### src/rtl/cabac_ctx_pair_serializer_pkg.sv
// Shared constants for the CABAC ctx pair serializer: geometry of a pair group
// and the coding-mode codes carried in the top two bits of each pair.
package cabac_ctx_pair_serializer_pkg;

  localparam int DEF_PAIR_W    = 11;
  localparam int DEF_MAX_PAIRS = 11;
  localparam int DEF_CNT_W     = 5;

  typedef enum logic [1:0] {
    MODE_REGULAR  = 2'b00,
    MODE_INVALID  = 2'b01,
    MODE_BYPASS   = 2'b10,
    MODE_TERMINAL = 2'b11
  } coding_mode_e;

endpackage

### src/rtl/cabac_ctx_pair_serializer_bank.sv
// One buffer bank: a full group of ctx pairs, its clamped valid count and a
// full flag, with a read mux selected by the drain index.
module cabac_ctx_pair_serializer_bank
  import cabac_ctx_pair_serializer_pkg::*;
#(
  parameter int PAIR_W    = DEF_PAIR_W,
  parameter int MAX_PAIRS = DEF_MAX_PAIRS,
  parameter int CNT_W     = DEF_CNT_W,
  parameter int IDX_W     = $clog2(MAX_PAIRS)
) (
  input  logic                        clk,
  input  logic                        rst_n,
  input  logic                        load,
  input  logic                        free,
  input  logic [MAX_PAIRS*PAIR_W-1:0] pairs,
  input  logic [CNT_W-1:0]            num_in,
  input  logic [IDX_W-1:0]            rd_idx,
  output logic                        full,
  output logic [PAIR_W-1:0]           pair,
  output logic [CNT_W-1:0]            num
);

  logic [PAIR_W-1:0] mem [MAX_PAIRS];

  // The top level never raises load and free together on the same bank.
  always_ff @(posedge clk) begin
    if (!rst_n) begin
      full <= 1'b0;
      num  <= '0;
      for (int k = 0; k < MAX_PAIRS; k++) mem[k] <= '0;
    end else if (load) begin
      full <= 1'b1;
      num  <= num_in;
      for (int k = 0; k < MAX_PAIRS; k++) mem[k] <= pairs[k*PAIR_W +: PAIR_W];
    end else if (free) begin
      full <= 1'b0;
    end
  end

  always_comb begin
    pair = '0;
    if (rd_idx < IDX_W'(MAX_PAIRS)) pair = mem[rd_idx];
  end

endmodule

### src/rtl/cabac_ctx_pair_serializer.sv
// Ping-pong buffer between the CU binarizers and the BAE/ctx-model stage:
// one bank loads a whole group while the other drains it one pair per cycle.
module cabac_ctx_pair_serializer
  import cabac_ctx_pair_serializer_pkg::*;
#(
  parameter int PAIR_W    = DEF_PAIR_W,
  parameter int MAX_PAIRS = DEF_MAX_PAIRS,
  parameter int CNT_W     = DEF_CNT_W
) (
  input  logic                        clk,
  input  logic                        rst_n,
  input  logic                        group_valid_i,
  output logic                        group_ready_o,
  input  logic [MAX_PAIRS*PAIR_W-1:0] ctx_pairs_i,
  input  logic [CNT_W-1:0]            ctx_valid_num_i,
  output logic                        pair_valid_o,
  input  logic                        pair_ready_i,
  output logic [PAIR_W-1:0]           pair_o,
  output logic                        pair_last_o,
  output logic                        busy_o
);

  localparam int IDX_W = $clog2(MAX_PAIRS);

  logic              wr_bank;
  logic              rd_bank;
  logic [IDX_W-1:0]  rd_idx;
  logic [1:0]        full;
  logic [1:0]        load;
  logic [1:0]        free;
  logic [PAIR_W-1:0] bank_pair [2];
  logic [CNT_W-1:0]  bank_num  [2];
  logic [CNT_W-1:0]  num_clamped;
  logic [CNT_W-1:0]  cur_num;
  logic              accept;
  logic              store;
  logic              fire;

  for (genvar b = 0; b < 2; b++) begin : g_bank
    cabac_ctx_pair_serializer_bank #(
      .PAIR_W    (PAIR_W),
      .MAX_PAIRS (MAX_PAIRS),
      .CNT_W     (CNT_W),
      .IDX_W     (IDX_W)
    ) u_bank (
      .clk    (clk),
      .rst_n  (rst_n),
      .load   (load[b]),
      .free   (free[b]),
      .pairs  (ctx_pairs_i),
      .num_in (num_clamped),
      .rd_idx (rd_idx),
      .full   (full[b]),
      .pair   (bank_pair[b]),
      .num    (bank_num[b])
    );
  end

  // Handshakes: a transfer happens on a rising edge where valid && ready.
  // Valid never depends on ready; ready on the group side comes only from the
  // pre-edge full flag, so a bank freed at one edge can reload at the next.
  assign num_clamped   = (ctx_valid_num_i > CNT_W'(MAX_PAIRS)) ? CNT_W'(MAX_PAIRS)
                                                               : ctx_valid_num_i;
  assign group_ready_o = !full[wr_bank];
  assign accept        = group_valid_i && group_ready_o;
  // An empty group is consumed without occupying a bank.
  assign store         = accept && (num_clamped != '0);
  assign load          = store ? (wr_bank ? 2'b10 : 2'b01) : 2'b00;

  assign cur_num       = bank_num[rd_bank];
  assign pair_valid_o  = full[rd_bank];
  assign pair_o        = bank_pair[rd_bank];
  assign pair_last_o   = pair_valid_o && (CNT_W'(rd_idx) == cur_num - CNT_W'(1));
  assign fire          = pair_valid_o && pair_ready_i;
  assign free          = (fire && pair_last_o) ? (rd_bank ? 2'b10 : 2'b01) : 2'b00;
  assign busy_o        = full[0] | full[1];

  always_ff @(posedge clk) begin
    if (!rst_n) begin
      wr_bank <= 1'b0;
      rd_bank <= 1'b0;
      rd_idx  <= '0;
    end else begin
      if (store) wr_bank <= ~wr_bank;
      if (fire) begin
        if (pair_last_o) begin
          rd_bank <= ~rd_bank;
          rd_idx  <= '0;
        end else begin
          rd_idx <= rd_idx + IDX_W'(1);
        end
      end
    end
  end

endmodule
### config.mk
export PLATFORM = sky130hd
export DESIGN_NAME = cabac_ctx_pair_serializer
export DESIGN_NICKNAME = d
export VERILOG_FILES = /design/src/rtl/cabac_ctx_pair_serializer_pkg.sv /design/src/rtl/cabac_ctx_pair_serializer_bank.sv /design/src/rtl/cabac_ctx_pair_serializer.sv
export SDC_FILE = /design/constraint.sdc
export NUM_CORES = 1
export LEC_CHECK = 0
export BUFFER_PORTS_ARGS = -buffer_cell sky130_fd_sc_hd__buf_2
export CAP_MARGIN = 0
export CORE_MARGIN = 1.5
export CORE_UTILIZATION = 40
export CTS_CLUSTER_DIAMETER = 40
export DETAILED_ROUTE_END_ITERATION = 8
export PLACE_DENSITY = 0.55
export SLEW_MARGIN = 20
export SYNTH_ARGS = -nofsm -noshare
export SYNTH_HDL_FRONTEND = slang
export SYNTH_SLANG_ARGS = --single-unit
### constraint.sdc
create_clock -name clk -period 8.35 [get_ports clk]
set_input_delay 2.0875 -clock clk [delete_from_list [all_inputs] [get_ports clk]]
set_output_delay 2.0875 -clock clk [all_outputs]
set_load 0.01 [all_outputs]
Word level (Yosys, flattened, before mapping)

Memory sizes are Yosys's and may differ from the RTL's. A register that Yosys moved wholly into a read port is not among the register bits.
Cells that the tools add are included.
Widths: inputs -> output; s select.

Bits in registers: 18
RAM bits: 242
Input bits: 130
Output and inout port bits: 15
Word-level logic and storage cells: 108
Memories: 2

Memory list:

| memory               | depth | width | read ports | clocked after memory_dff | wr ports | RTL line                             | text |
|---|---|---|---|---|---|---|---|
| g_bank[0].u_bank.mem | 11    | 11    | 1          | 1                        | 11       | cabac_ctx_pair_serializer_bank.sv:23 | `logic [PAIR_W-1:0] mem [MAX_PAIRS];` |
| g_bank[1].u_bank.mem | 11    | 11    | 1          | 1                        | 11       | cabac_ctx_pair_serializer_bank.sv:23 |  |

$add $sub $neg: 2
$lt $le $gt $ge: 5
Eq/ne operators: 1
Muxes and demuxes: 55
Bitwise operators: 26
Reduce and logical (&&, ||, !) cells: 10

Operators by type and width:

| cell                | count |
|---|---|
| $mux 11             | 27 |
| $or 1x1->1          | 23 |
| $mux 4              | 5 |
| $mux 5              | 4 |
| $mux 1              | 15 |
| $mux 2              | 4 |
| $eq 4x5->1          | 1 |
| $gt 5x4->1 const B  | 1 |
| $logic_and 1x1->1   | 5 |
| $reduce_bool 5->1   | 1 |
| $sub 5x1->5 const B | 1 |
| $add 4x1->4 const B | 1 |
| $lt 1x2->1 const B  | 2 |
| $lt 4x4->1 const B  | 1 |
| $reduce_bool 2->1   | 2 |
| $ge 2x2->1 const B  | 1 |
| $not 1->1           | 2 |
| $not 1->2           | 1 |
| $reduce_and 2->1    | 1 |
| $logic_not 1->1     | 1 |

Longest topological paths before layout

Gate-level depths: netlist of the first run.

Depth in word-level cells: 11
Mapped depth: 9
Gate-level depth less buffers: 7

Cells and area by module

From an unflattened synthesis of the first run, not the netlist that was laid out.

Cell total of the unflattened synthesis: 880
Area total of the unflattened synthesis: 12325.6 um^2

Modules (own cells, without submodules):

| module                         | times used | cells an instance | area each (um^2) | sequential area each (um^2) |
|---|---|---|---|---|
| cabac_ctx_pair_serializer_bank | 2          | 399               | 5808.1           | 3753.6 |
| cabac_ctx_pair_serializer      | 1          | 82                | 709.4            | 120.1 |

Worst setup path before layout of the first run

No wires, ideal clock.

Kind: input to register
Start: input port ctx_valid_num_i[4]
End: memory g_bank[1].u_bank.mem[0][0] (netlist name), enable pin
Setup time: 503 ps
Data arrival time: 5908 ps
Data required time: 7847 ps
Setup slack: 1939 ps
Stages on the path: 6
Buffers on the path: 1
Path through: nor2_1 nand2_1 nand2_1 nor3_2 clkbuf_1 nand2b_1

RTL lines:

| element         | RTL line                             | text |
|---|---|---|
| start, declared | cabac_ctx_pair_serializer.sv:15      | `input logic [CNT_W-1:0] ctx_valid_num_i,` |
| end, declared   | cabac_ctx_pair_serializer_bank.sv:23 |  |

==> summary.log, run 1 <==
qor: status.outcome complete, no violations
qor: place.placement.setup.worst_slack 3.151 ns
qor: place.portBuffers 144
qor: routing.routed_wire_length_per_instance 22.62 microns
qor: place.gpl_wtd_cong 0.7677
qor: logic_synthesis.syn_avg_cell_area 14.61 sq um
qor: cts.worst_skew_late_latency 0.50 ns
qor: sta.timing.final.ws_setup 2.688 ns
qor: pwr.power-per-cell-area 236.2 nW/um^2
qor: routing.detailroute.via_count 7464
qor: logic_synthesis.synth-async-reset-ratio 0
qor: routing.detail_route.vias_per_cell 5.558
qor: logic_synthesis.post_synth_inst_count 817
qor: floorplan.dieHeight 175.8 microns
qor: pwr.total_switching_power 0.7927 mW
qor: grt.initial_antenna_violation_count 0
qor: routing.first_pass_iters 4
qor: cts.ctsRootBufferMaster clkbuf_16
qor: sta.fin_crit_sh 0.6780
qor: cts.post-cts-setup-buffers 0
qor: cts.post_cts_hold_buffer_count 0
qor: logic_synthesis.synth_enable_flop_cells 242
qor: worst_setup_path.critical_path.startpoint_type flop
qor: routing.drt_iter0_drc 710
qor: sta.tightestPinTransition 1.003 ns
qor: layout.num-nets-final 1062
qor: place.dpl.cell_count 1283
qor: grt.largest_net_degree_at_the_start_of_global_routing 117
qor: sta.grt_setup_unrepaired false
qor: logic_synthesis.synth_sequential_area_ratio 0.6455
qor: layout.post_route_cells_drive_above_1_share 0.2865
qor: sta.finalMaxSlewViolations 0
qor: routing.post-route-drc-count 0
qor: hold_path.worstHoldStart g_bank[1].u_bank.num[4]$_SDFFE_PN0P_
qor: logic_synthesis.yosys_warnings 0
qor: layout.layout-area-overhead-vs-synth 17.48%
qor: worst_setup_path.end_kind primary output
qor: grt.grt.met2_usage 0.2918
qor: sta.finalSetupViolations 0
qor: routing.remaining_number_of_nets_flagged_by_the_antenna_check_after_routing 0
qor: cts.tritoncts built
qor: worst_setup_path.path_max_fanout 41
qor: grt.global_route_wire_length_before_repair 45480 microns
qor: grt.track_usage 0.1981
qor: pwr.cellLeakagePower 5.882 nW
qor: sta.totalNegativeSetupSlack 0 ns
qor: logic_synthesis.synth.lib_cells_used.distinct 40
qor: cts.cts_num_sinks 264
qor: grt.fraction_of_met1_tracks_used_by_global_routing 0.2999
qor: pwr.cellInternalPower 2.521 mW
qor: grt.gr-total-overflow 0
qor: grt.first_global_vias 7350
qor: pwr.clockPowerShare 0.424
qor: logic_synthesis.synth.ff_latch_count 264
qor: sta.maxSlewHeadroom 0.3313
qor: pwr.share_comb_of_total_power 0.092
qor: floorplan.io-pin-count 145
qor: pwr.power.switching_fraction 0.2392
qor: sta.hold_viol_final 0
qor: worst_setup_path.timing.rr.start rd_bank$_SDFFE_PN0N_
qor: cts.cts.path.max_buffers 3
qor: floorplan.die_area 30900 sq um
qor: routing.postRouteWirelength 30380 microns
qor: sta.fin_crit 5.662 ns
qor: cts.clock_tree.htree_level_count 2
qor: logic_synthesis.synth_area_leader_cell edfxtp_1
qor: cts.post_cts.resized_instances 0
qor: grt.use_met3 0.04091
qor: layout.instances_no_fill 1343
qor: worst_setup_path.worst-endpoint-required 6.26 ns
qor: layout.utilization 0.4758
qor: job.max_cap_viol_count 0
qor: worst_setup_path.worst-setup-path-type reg -> out
qor: logic_synthesis.syn-num-nets 949
qor: logic_synthesis.synth_top_area_share 0.6086
qor: place.place.detailed.hpwl 19140 microns
qor: hold_path.hold_path_class reg -> reg
qor: logic_synthesis.synthFlopType edfxtp_1
qor: floorplan.rows 63
qor: layout.antennaDiodeCount 0
qor: floorplan.dieWidth 175.8 microns
qor: sta.max_freq 176.6 MHz
qor: cts.cts_inserted_buffers 35
qor: worst_setup_path.arrival 3.57 ns
qor: cts.clkSlewWorstSetupHoldPaths 0.06 ns
qor: grt.globalRoute.busiestLayer met1
qor: logic_synthesis.synthesis.area 11940 sq um
qor: worst_setup_path.r2r_slack 5.36 ns
qor: floorplan.core_area 29480 sq um
qor: floorplan.start_util 0.4050
qor: pwr.sequentialPowerShare 0.484
qor: logic_synthesis.synth_area_leaders edfxtp_1 (61%), and3_1 (12%), mux4_2 (10%), dfxtp_1 (3.7%), mux2i_1 (2.6%)
qor: pwr.ir_worst_vdd 140.2 uV
qor: sta.clock_skew 0.01577 ns
-- power by group through the flow --
stage,sequential (mW),clock [mW],combinational [mW]
finish,1.60,1.40,0.305
global route,1.61,1.48,0.330
CTS,1.61,1.43,0.308
detailed placement,1.63,0,0.308
global placement,1.63,0,0.306
floorplan,1.61,0,0.196
-- routing by layer --
| layer | vias to the layer above | wire length [microns] | part of all wire |
|---|---|---|---|
| met4 | 0 | 527 | 0.017 |
| met3 | 36 | 1980 | 0.065 |
| li1 | 3403 | - | - |
| met1 | 3789 | 14230 | 0.47 |
| met5 | - | 0 | 0 |
| met2 | 236 | 13640 | 0.45 |
-- layout by cell type (no fill, tap or decap), types with 4 or more instances in the layout --
cell        netlist  routed
and2_1           12      12
o211ai_1         11      11
clkinvlp_4        0       6
dfxtp_1          22      19
buf_2             6     143
mux2i_1          31      31
o21ai_0          25      25
xor2_1            4       4
clkbuf_16         0      35
buf_4             5      11
nor2b_1           4       4
mux4_2           55      55
inv_1             5       5
o211a_1           6       6
edfxtp_1        242     242
nand2_1          34      33
a21oi_1           4       4
and3_1          221     221
nor2_1           20      20
inv_6             0       4
clkbuf_1         66       4
a211oi_1         11      11
nor3b_1           4       4
clkinv_2          0       5
-- cell type report --
cell class,instances,area (sq um)
clock buffer,39,890.9
inverter,5,18.77
sequential,264,7716
fill,2602,15450
clock inverter,21,185.2
multi-input combinational,469,3919
timing repair buffer,155,809.5
tap,390,488.0
-- worst max-delay path, stage by stage, from the launching register on --
cell	delay [ns]
dfxtp_4	0.90
buf_4	0.57
mux4_2	0.57
mux4_2	0.54
nor2_1	0.12
a211oi_1	0.11
buf_2	0.22
-- path summary, 6_finish.rpt --
check / end / cells past startpoint
setup reg to reg: g_bank[1].u_bank.full$_SDFFE_PN0P_ / 8
hold reg to reg: g_bank[1].u_bank.num[4]$_SDFFE_PN0P_ / 2
hold / removal: g_bank[1].u_bank.num[4]$_SDFFE_PN0P_ / 2
setup / recovery: pair_o[5] / 6
-- flip-flops by register name, summed over array words and instances, names as in the netlist, named ones only --
name	flops
rd_idx	4
g_bank.u_bank.full	2
rd_bank	1
g_bank.u_bank.mem	242
g_bank.u_bank.num	10
wr_bank	1
-- cells in the mapped netlist (5+ instances only) --
cell	count
nand2_1	34
and3_1	221
edfxtp_1	242
mux2i_1	31
clkbuf_1	66
o211a_1	6
inv_1	5
mux4_2	55
a211oi_1	11
buf_4	5
nor2_1	20
o21ai_0	25
and2_1	12
buf_2	6
dfxtp_1	22
o211ai_1	11
-- cell families (layout without fill, tap and decap cells) --
kind of cell | after synthesis | count (layout) | synth area share
AO/OA/AOI/OAI | 66 | 66 | 0.03626
multiplexers | 86 | 86 | 0.1297
buffers and inverters | 84 | 220 | 0.02861
adder cells (fa/ha/maj) | 2 | 2 | 0.002095
flip-flops | 264 | 264 | 0.6455
XOR/XNOR | 7 | 7 | 0.005135
AND/OR/NAND/NOR | 308 | 308 | 0.1527
-- through the flow --
stage	instance area [sq um]	hold slack, ns	total power [mW]
2_1_floorplan	11940	0.4359	1.809
3_3_place_gp	12950	0.4743	1.940
3_5_place_dp	12950	0.4717	1.940
4_1_cts	14020	0.4798	3.340
5_1_grt	14030	0.5136	3.427
6_report	14030	0.4875	3.313
(Power assumes the default switching activity.)
==> run 2, diff against run 1 <==
--- a/config.mk
+++ b/config.mk
@@ -5,6 +5,7 @@
 export SDC_FILE = /design/constraint.sdc
 export NUM_CORES = 1
 export LEC_CHECK = 0
+export ABC_AREA = 1
 export BUFFER_PORTS_ARGS = -buffer_cell sky130_fd_sc_hd__buf_2
 export CAP_MARGIN = 0
 export CORE_MARGIN = 1.5
==> constraint.sdc (replaced) <==
create_clock -name clk -period 5.7 [get_ports clk]
set_input_delay 1.425 -clock clk [delete_from_list [all_inputs] [get_ports clk]]
set_output_delay 1.425 -clock clk [all_outputs]
set_load 0.01 [all_outputs]
==> run 2 against run 1 <==
Net effect:
- via count increased by 23%
- setup slack got worse by 1.4 ns
- routed wire length increased by 10%
- largest cell class unchanged
- largest power group is now clock
==> summary.log, run 2 <==
qor: status.outcome complete, no violations
qor: sta.clock_skew 0.01524 ns
qor: worst_setup_path.cp_top_family buffers and inverters
qor: hold_path.hold_depth 2
qor: worst_setup_path.cpMaxStageDelayCell inv_1
qor: routing.detail_route.vias_per_cell 5.043
qor: logic_synthesis.synth_top_area_share 0.5922
qor: grt.initial_antenna_violation_count 0
qor: sta.maxSlewHeadroom 0.3143
qor: place.portBuffers 144
qor: floorplan.start_util 0.4096
qor: cts.cts_inserted_buffers 42
qor: routing.post-route-drc-count 0
qor: cts.worst_skew_late_latency 0.52 ns
qor: logic_synthesis.synth_most_common_cell nor2_1
qor: grt.gr-total-overflow 0
qor: floorplan.die_area 31740 sq um
qor: worst_setup_path.cp.depth 8
qor: grt.track_usage 0.2150
qor: logic_synthesis.synth_area_leader_cell edfxtp_1
qor: worst_setup_path.worst-setup-path-type reg -> out
qor: pwr.cellInternalPower 4.102 mW
qor: layout.antennaDiodeCount 0
qor: cts.cts_num_sinks 264
qor: pwr.share_comb_of_total_power 0.102
qor: worst_setup_path.timing.critical_path.cells inv_1, o21ai_0, o221ai_1, nand3_1, nand3_1, nand2_1, inv_1, buf_2
qor: sta.grt_setup_unrepaired false
qor: pwr.power.switching_fraction 0.2499
qor: logic_synthesis.synth.ff_latch_count 264
qor: floorplan.dieWidth 178.1 microns
qor: sta.fin_crit 4.399 ns
qor: logic_synthesis.post_synth_most_frequent_cells nor2_1 (365), edfxtp_1 (242), inv_1 (162), o21ai_0 (122), nand2_1 (118)
qor: sta.finalSetupViolations 0
qor: logic_synthesis.synthFlopType edfxtp_1
qor: worst_setup_path.critical_path.n_buffers_inverters 3
qor: layout.regMostFlops g_bank.u_bank.mem
qor: place.placement.setup.worst_slack 1.816 ns
qor: logic_synthesis.synth_area_leaders edfxtp_1 (59%), nor2_1 (11%), o21ai_0 (5.0%), inv_1 (5.0%), nand2_1 (3.6%)
qor: cts.post_cts.resized_instances 0
qor: logic_synthesis.synthesis.area 12270 sq um
qor: hold_path.hold_path_class reg -> reg
qor: logic_synthesis.yosys_warnings 0
qor: logic_synthesis.synth.lib_cells_used.distinct 33
qor: floorplan.rows 63
qor: worst_setup_path.path_max_fanout 30
qor: sta.fin_crit_sh 0.7718
qor: layout.layout-area-overhead-vs-synth 19.00%
qor: pwr.power-per-cell-area 374.5 nW/um^2
qor: routing.detailroute.via_count 9199
qor: cts.ctsRootBufferMaster clkbuf_16
qor: layout.leading_cell_types_in_the_layout_fill_and_taps_excluded nor2_1 (365), edfxtp_1 (242), inv_1 (161)
qor: sta.max_freq 227.3 MHz
qor: cts.cts.path.max_buffers 3
qor: pwr.cellLeakagePower 6.396 nW
qor: sta.fin_hold_ws 0.4276 ns
qor: cts.post-cts-setup-buffers 0
qor: cts.tritoncts built
qor: place.gpl_wtd_cong 0.8139
qor: routing.drt_iter0_drc 845
qor: place.place.detailed.hpwl 21200 microns
qor: logic_synthesis.syn-num-nets 1412
qor: worst_setup_path.critical_path.startpoint_type flop
qor: logic_synthesis.synth-async-reset-ratio 0
qor: grt.largest_net_degree_at_the_start_of_global_routing 111
qor: logic_synthesis.synth_enable_flop_cells 242
qor: routing.remaining_number_of_nets_flagged_by_the_antenna_check_after_routing 0
qor: pwr.sequentialPowerShare 0.433
qor: worst_setup_path.timing.reg2reg.worst_path_depth 13
qor: sta.hold_viol_final 0
qor: worst_setup_path.end_kind primary output
qor: layout.final_common_cell nor2_1
qor: cts.clock_tree.htree_level_count 2
qor: pwr.report.power.total 5.469 mW
qor: routing.postRouteWirelength 33550 microns
qor: routing.first_pass_iters 6
qor: pwr.total_switching_power 1.367 mW
qor: layout.num-nets-final 1535
qor: worst_setup_path.worst-endpoint-required 4.28 ns
qor: sta.tightestPinTransition 1.027 ns
qor: layout.largestRegisters g_bank.u_bank.mem x242, g_bank.u_bank.num x10, rd_idx x4
qor: job.max_cap_viol_count 0
qor: floorplan.core_area 29950 sq um
qor: worst_setup_path.arrival 2.97 ns
qor: logic_synthesis.syn_avg_cell_area 9.586 sq um
qor: worst_setup_path.timing.critical_path.slowest_cell_delay 0.78 ns
qor: floorplan.io-pin-count 145
qor: pwr.ir_worst_vdd 205.3 uV
qor: routing.routed_wire_length_per_instance 18.39 microns
qor: logic_synthesis.synth_sequential_area_ratio 0.6281
qor: cts.post_cts_hold_buffer_count 0
qor: grt.global_route_wire_length_before_repair 51580 microns
qor: sta.totalNegativeSetupSlack 0 ns
qor: logic_synthesis.post_synth_inst_count 1280
qor: floorplan.dieHeight 178.1 microns
qor: pwr.clockPowerShare 0.465
qor: layout.post_route_cells_drive_above_1_share 0.1799
qor: layout.largest_register_ffs 242
qor: sta.timing.final.ws_setup 1.301 ns
qor: grt.first_global_vias 8880
qor: sta.finalMaxSlewViolations 0
qor: cts.clkSlewWorstSetupHoldPaths 0.05 ns
==> run 2: cell types whose count changed in the layout (fill, tap and decap cells not counted), sizes merged, moves of 30 or more <==
cell / before / now
nand3: 2 / 49
a21oi: 4 / 37
and3: 221 / 0
nand2: 34 / 128
mux4: 55 / 0
nor2: 20 / 369
mux2i: 31 / 1
o21ai: 27 / 130
inv: 9 / 169
==> run 2: per-layer routing <==
| metal | up-vias | GRT usage | wire length (microns) |
|---|---|---|---|
| met2 | 271 | 0.3474 | 15630 |
| met3 | 44 | 0.03026 | 1766 |
| met1 | 4417 | 0.3081 | 15640 |
| met5 | - | 0 | 0 |
| li1 | 4467 | - | - |
| met4 | 0 | 0.04587 | 513 |
==> run 2: kinds of logic after synthesis <==
group           after synthesis  share of synthesized area
fa+ha+maj                     2                   0.002039
buf+inv                     244                    0.08718
mux                           1                  0.0008158
flops                       264                     0.6281
compound gates              212                    0.09707
simple gates                554                     0.1826
xor+xnor                      3                   0.002142
==> run 2: worst paths after layout <==
path                                        startpoint  slack, ns                                    to
setup / recovery                                  flop       1.30                             pair_o[3]
hold / removal    g_bank[0].u_bank.num[4]$_SDFFE_PN0P_       0.43  g_bank[0].u_bank.num[4]$_SDFFE_PN0P_
setup reg to reg                  rd_bank$_SDFFE_PN0N_       3.10                                  flop
hold reg to reg   g_bank[0].u_bank.num[4]$_SDFFE_PN0P_       0.43  g_bank[0].u_bank.num[4]$_SDFFE_PN0P_
==> run 2: through the flow <==
step	utilization	area [sq um]	std cells
after floorplan	-	12270	1280
after global placement	0.4405	13200	1749
after detailed placement	0.4405	13200	1749
after CTS	0.4875	14600	1824
after global routing	0.4875	14600	1824
final	0.4875	14600	1824
==> run 2: final cells by class <==
| class | count | area (sq um) |
|---|---|---|
| inverter | 166 | 628.1 |
| sequential | 264 | 7715 |
| clock buffer | 45 | 1094 |
| tap | 390 | 488.0 |
| clock inverter | 30 | 312.8 |
| fill | 2857 | 15350 |
| multi-input combinational | 772 | 3508 |
| timing repair buffer | 157 | 855.8 |
==> run 2: worst min-delay path, cell delays in order (launching register included) <==
cell	delay [ns]
dfxtp_1	0.30
inv_1	0.05
nor2_1	0.03
==> run 2: power groups by stage <==
stage          registers (mW)  logic [mW]  clock network (mW)
2_1_floorplan            2.39       0.362                   0
3_3_place_gp             2.41       0.566                   0
6_report                 2.37       0.558                2.54
4_1_cts                  2.37       0.568                2.57
5_1_grt                  2.39       0.628                2.66
3_5_place_dp             2.41       0.567                   0
==> run 3, diff against run 2 <==
--- a/config.mk
+++ b/config.mk
@@ -5,14 +5,14 @@
 export SDC_FILE = /design/constraint.sdc
 export NUM_CORES = 1
 export LEC_CHECK = 0
-export ABC_AREA = 1
+export ABC_AREA = 0
 export BUFFER_PORTS_ARGS = -buffer_cell sky130_fd_sc_hd__buf_2
 export CAP_MARGIN = 0
 export CORE_MARGIN = 1.5
 export CORE_UTILIZATION = 40
 export CTS_CLUSTER_DIAMETER = 40
 export DETAILED_ROUTE_END_ITERATION = 8
-export PLACE_DENSITY = 0.55
+export PLACE_DENSITY = 0.58
 export SLEW_MARGIN = 20
 export SYNTH_ARGS = -nofsm -noshare
 export SYNTH_HDL_FRONTEND = slang
==> constraint.sdc (replaced) <==
create_clock -name clk -period 3.7 [get_ports clk]
set_input_delay 0.925 -clock clk [delete_from_list [all_inputs] [get_ports clk]]
set_output_delay 0.925 -clock clk [all_outputs]
set_load 0.01 [all_outputs]
==> run 3 against run 2 <==
Net effect:
- critical path depth down 1
- die area shrank 2.6%
- non-clock buffer count is 17 higher
- power increased by 41%
- final area is 1.3% lower
- via count shrank 18%
- global-route usage fell by 1.1 points
- critical endpoint is now pair_o[0]
- highest routed layer is now met5
- clock skew up 0.0021 ns
==> summary.log, run 3 (synthesis gave the netlist of run 1 again) <==
qor: cts.cts_inserted_buffers 36
qor: cts.clkSlewWorstSetupHoldPaths 0.05 ns
qor: sta.maxSlewHeadroom 0.3691
qor: routing.drt_iter0_drc 764
qor: floorplan.start_util 0.4050
qor: place.portBuffers 144
qor: worst_setup_path.worst-setup-path-type reg -> out
qor: floorplan.die_area 30900 sq um
qor: worst_setup_path.timing.reg2reg.worst_path_depth 7
qor: layout.largestRegisters g_bank.u_bank.mem x242, g_bank.u_bank.num x10, rd_idx x4
qor: sta.totalNegativeSetupSlack 0 ns
qor: layout.layout-area-overhead-vs-synth 20.70%
qor: layout.post_route_cells_drive_above_1_share 0.2999
qor: layout.regMostFlops g_bank.u_bank.mem
qor: grt.initial_antenna_violation_count 1
qor: grt.global_route_wire_length_before_repair 46680 microns
qor: pwr.total_switching_power 1.777 mW
qor: worst_setup_path.timing.rr.start rd_bank$_SDFFE_PN0N_
qor: worst_setup_path.worst-endpoint-required 2.77 ns
qor: place.gpl_wtd_cong 0.8106
qor: cts.ctsRootBufferMaster clkbuf_16
qor: worst_setup_path.r2r_slack 1.21 ns
qor: worst_setup_path.path_max_fanout 6
qor: layout.utilization 0.4888
qor: hold_path.hold_depth 2
qor: cts.clock_tree.htree_level_count 2
qor: pwr.cellLeakagePower 6.086 nW
qor: sta.tightestPinTransition 0.9463 ns
qor: sta.finalMaxSlewViolations 0
qor: layout.leading_cell_types_in_the_layout_fill_and_taps_excluded edfxtp_1 (242), and3_1 (221), buf_2 (143)
qor: floorplan.core_area 29480 sq um
qor: grt.gr-total-overflow 0
qor: pwr.sequentialPowerShare 0.468
qor: worst_setup_path.critical_path.reg2reg.endpoint g_bank[1].u_bank.full$_SDFFE_PN0P_
qor: sta.max_freq 279.3 MHz
qor: floorplan.io-pin-count 145
qor: routing.routed_wire_length_per_instance 22.64 microns
qor: grt.largest_net_degree_at_the_start_of_global_routing 247
qor: layout.final_common_cell edfxtp_1
qor: worst_setup_path.critical_path.startpoint_type flop
qor: sta.hold_viol_final 0
qor: layout.antennaDiodeCount 0
qor: sta.fin_crit_sh 0.9678
qor: layout.num-nets-final 1082
qor: status.outcome complete, no violations
qor: worst_setup_path.arrival 2.66 ns
qor: pwr.power.switching_fraction 0.2312
qor: hold_path.hold_path_class reg -> reg
qor: layout.largest_register_ffs 242
qor: floorplan.dieHeight 175.8 microns
qor: pwr.clockPowerShare 0.434
qor: grt.first_global_vias 7446
qor: pwr.ir_worst_vdd 260.0 uV
qor: hold_path.worstHoldStart g_bank[1].u_bank.num[4]$_SDFFE_PN0P_
qor: sta.clock_skew 0.01735 ns
qor: routing.remaining_number_of_nets_flagged_by_the_antenna_check_after_routing 0
qor: place.place.detailed.hpwl 20360 microns
qor: place.placement.setup.worst_slack 0.4744 ns
qor: grt.track_usage 0.2037
qor: routing.postRouteWirelength 30950 microns
qor: floorplan.dieWidth 175.8 microns
qor: cts.cts.path.max_buffers 3
qor: cts.worst_skew_late_latency 0.52 ns
qor: routing.detailroute.via_count 7541
qor: pwr.power-per-cell-area 533.4 nW/um^2
qor: worst_setup_path.end_kind primary output
qor: cts.cts_num_sinks 264
qor: routing.post-route-drc-count 0
qor: routing.first_pass_iters 4
qor: floorplan.rows 63
qor: cts.tritoncts built
qor: job.max_cap_viol_count 0
qor: routing.detail_route.vias_per_cell 5.516
qor: sta.fin_crit 3.581 ns
qor: hold_path.holdPathEnd g_bank[1].u_bank.num[4]$_SDFFE_PN0P_
qor: pwr.share_comb_of_total_power 0.098
qor: sta.grt_setup_unrepaired false
qor: sta.finalSetupViolations 0
qor: pwr.cellInternalPower 5.910 mW
qor: sta.timing.final.ws_setup 0.1190 ns
[run 3: cell types whose count changed in the layout (fill, tap and decap cells not counted), sizes merged, moves of 30 or more]
cell,change
inv,-160
o21ai,-103
and3,+221
mux2i,+30
nand2,-94
a21oi,-33
nor2,-349
nand3,-47
mux4,+55
[run 3: through the flow]
step	hold slack, ns	power, mW	std cells	area (sq um)
2_1_floorplan	0.4359	4.068	817	11950
3_3_place_gp	0.4644	4.404	1296	13200
3_5_place_dp	0.4747	4.412	1296	13200
4_1_cts	0.4816	7.748	1364	14390
5_1_grt	0.5095	7.960	1367	14410
6_report	0.4755	7.687	1367	14410
[run 3: cell type report]
cell class | instances | area (sq um)
Clock buffer | 43 | 958.4
Multi-Input combinational cell | 469 | 3923
Clock inverter | 22 | 209.0
Tap cell | 390 | 488.0
Timing Repair Buffer | 174 | 1096
Inverter | 5 | 18.77
Sequential cell | 264 | 7719
Fill cell | 2529 | 15070
[run 3: power groups by stage]
stage / sequential, mW / combinational (mW) / clock, mW
2_1_floorplan: 3.62 / 0.444 / 0
3_3_place_gp: 3.67 / 0.739 / 0
3_5_place_dp: 3.66 / 0.749 / 0
4_1_cts: 3.60 / 0.757 / 3.39
5_1_grt: 3.62 / 0.818 / 3.52
6_report: 3.60 / 0.752 / 3.34
[run 3: per-layer routing]
layer,vias up,track usage,share of wire
met2,228,0.3015,0.45
met1,3815,0.3054,0.47
met4,2,0.05805,0.020
li1,3458,-,-
met3,38,0.03874,0.059
met5,-,0,0.00042
[run 3: worst max-delay path, stage by stage (launching register included)]
cell and delay [ns]:
dfxtp_4 0.43, clkbuf_2 0.20, buf_4 0.13, mux4_2 0.49
mux4_2 0.47, nor2_1 0.16, a211oi_1 0.09, buf_2 0.19
[run 3: how the worst max path moves through the flow]
stage / endpoint / startpoint / depth (start not counted) / slack (ns)
floorplan: g_bank[0].u_bank.mem[0][0]$_SDFFCE_PN0P_ / rst_n / 4 / 0.09
global placement: pair_o[6] / flop / 6 / 0.50
detailed placement: pair_o[1] / flop / 6 / 0.47
CTS: pair_last_o / rd_bank$_SDFFE_PN0N_ / 6 / 0.02
global route: pair_o[6] / flop / 6 / 0.02
finish: pair_o[0] / flop / 7 / 0.12
[run 3: timing repair]
item                                    CTS  global route
hold buffers                              0             0
setup buffers                             3             3
hold endpoints to repair                  0             0
pin swaps                                 0             0
endpoints found under the setup margin    5             3
gates resized for setup                   0             2
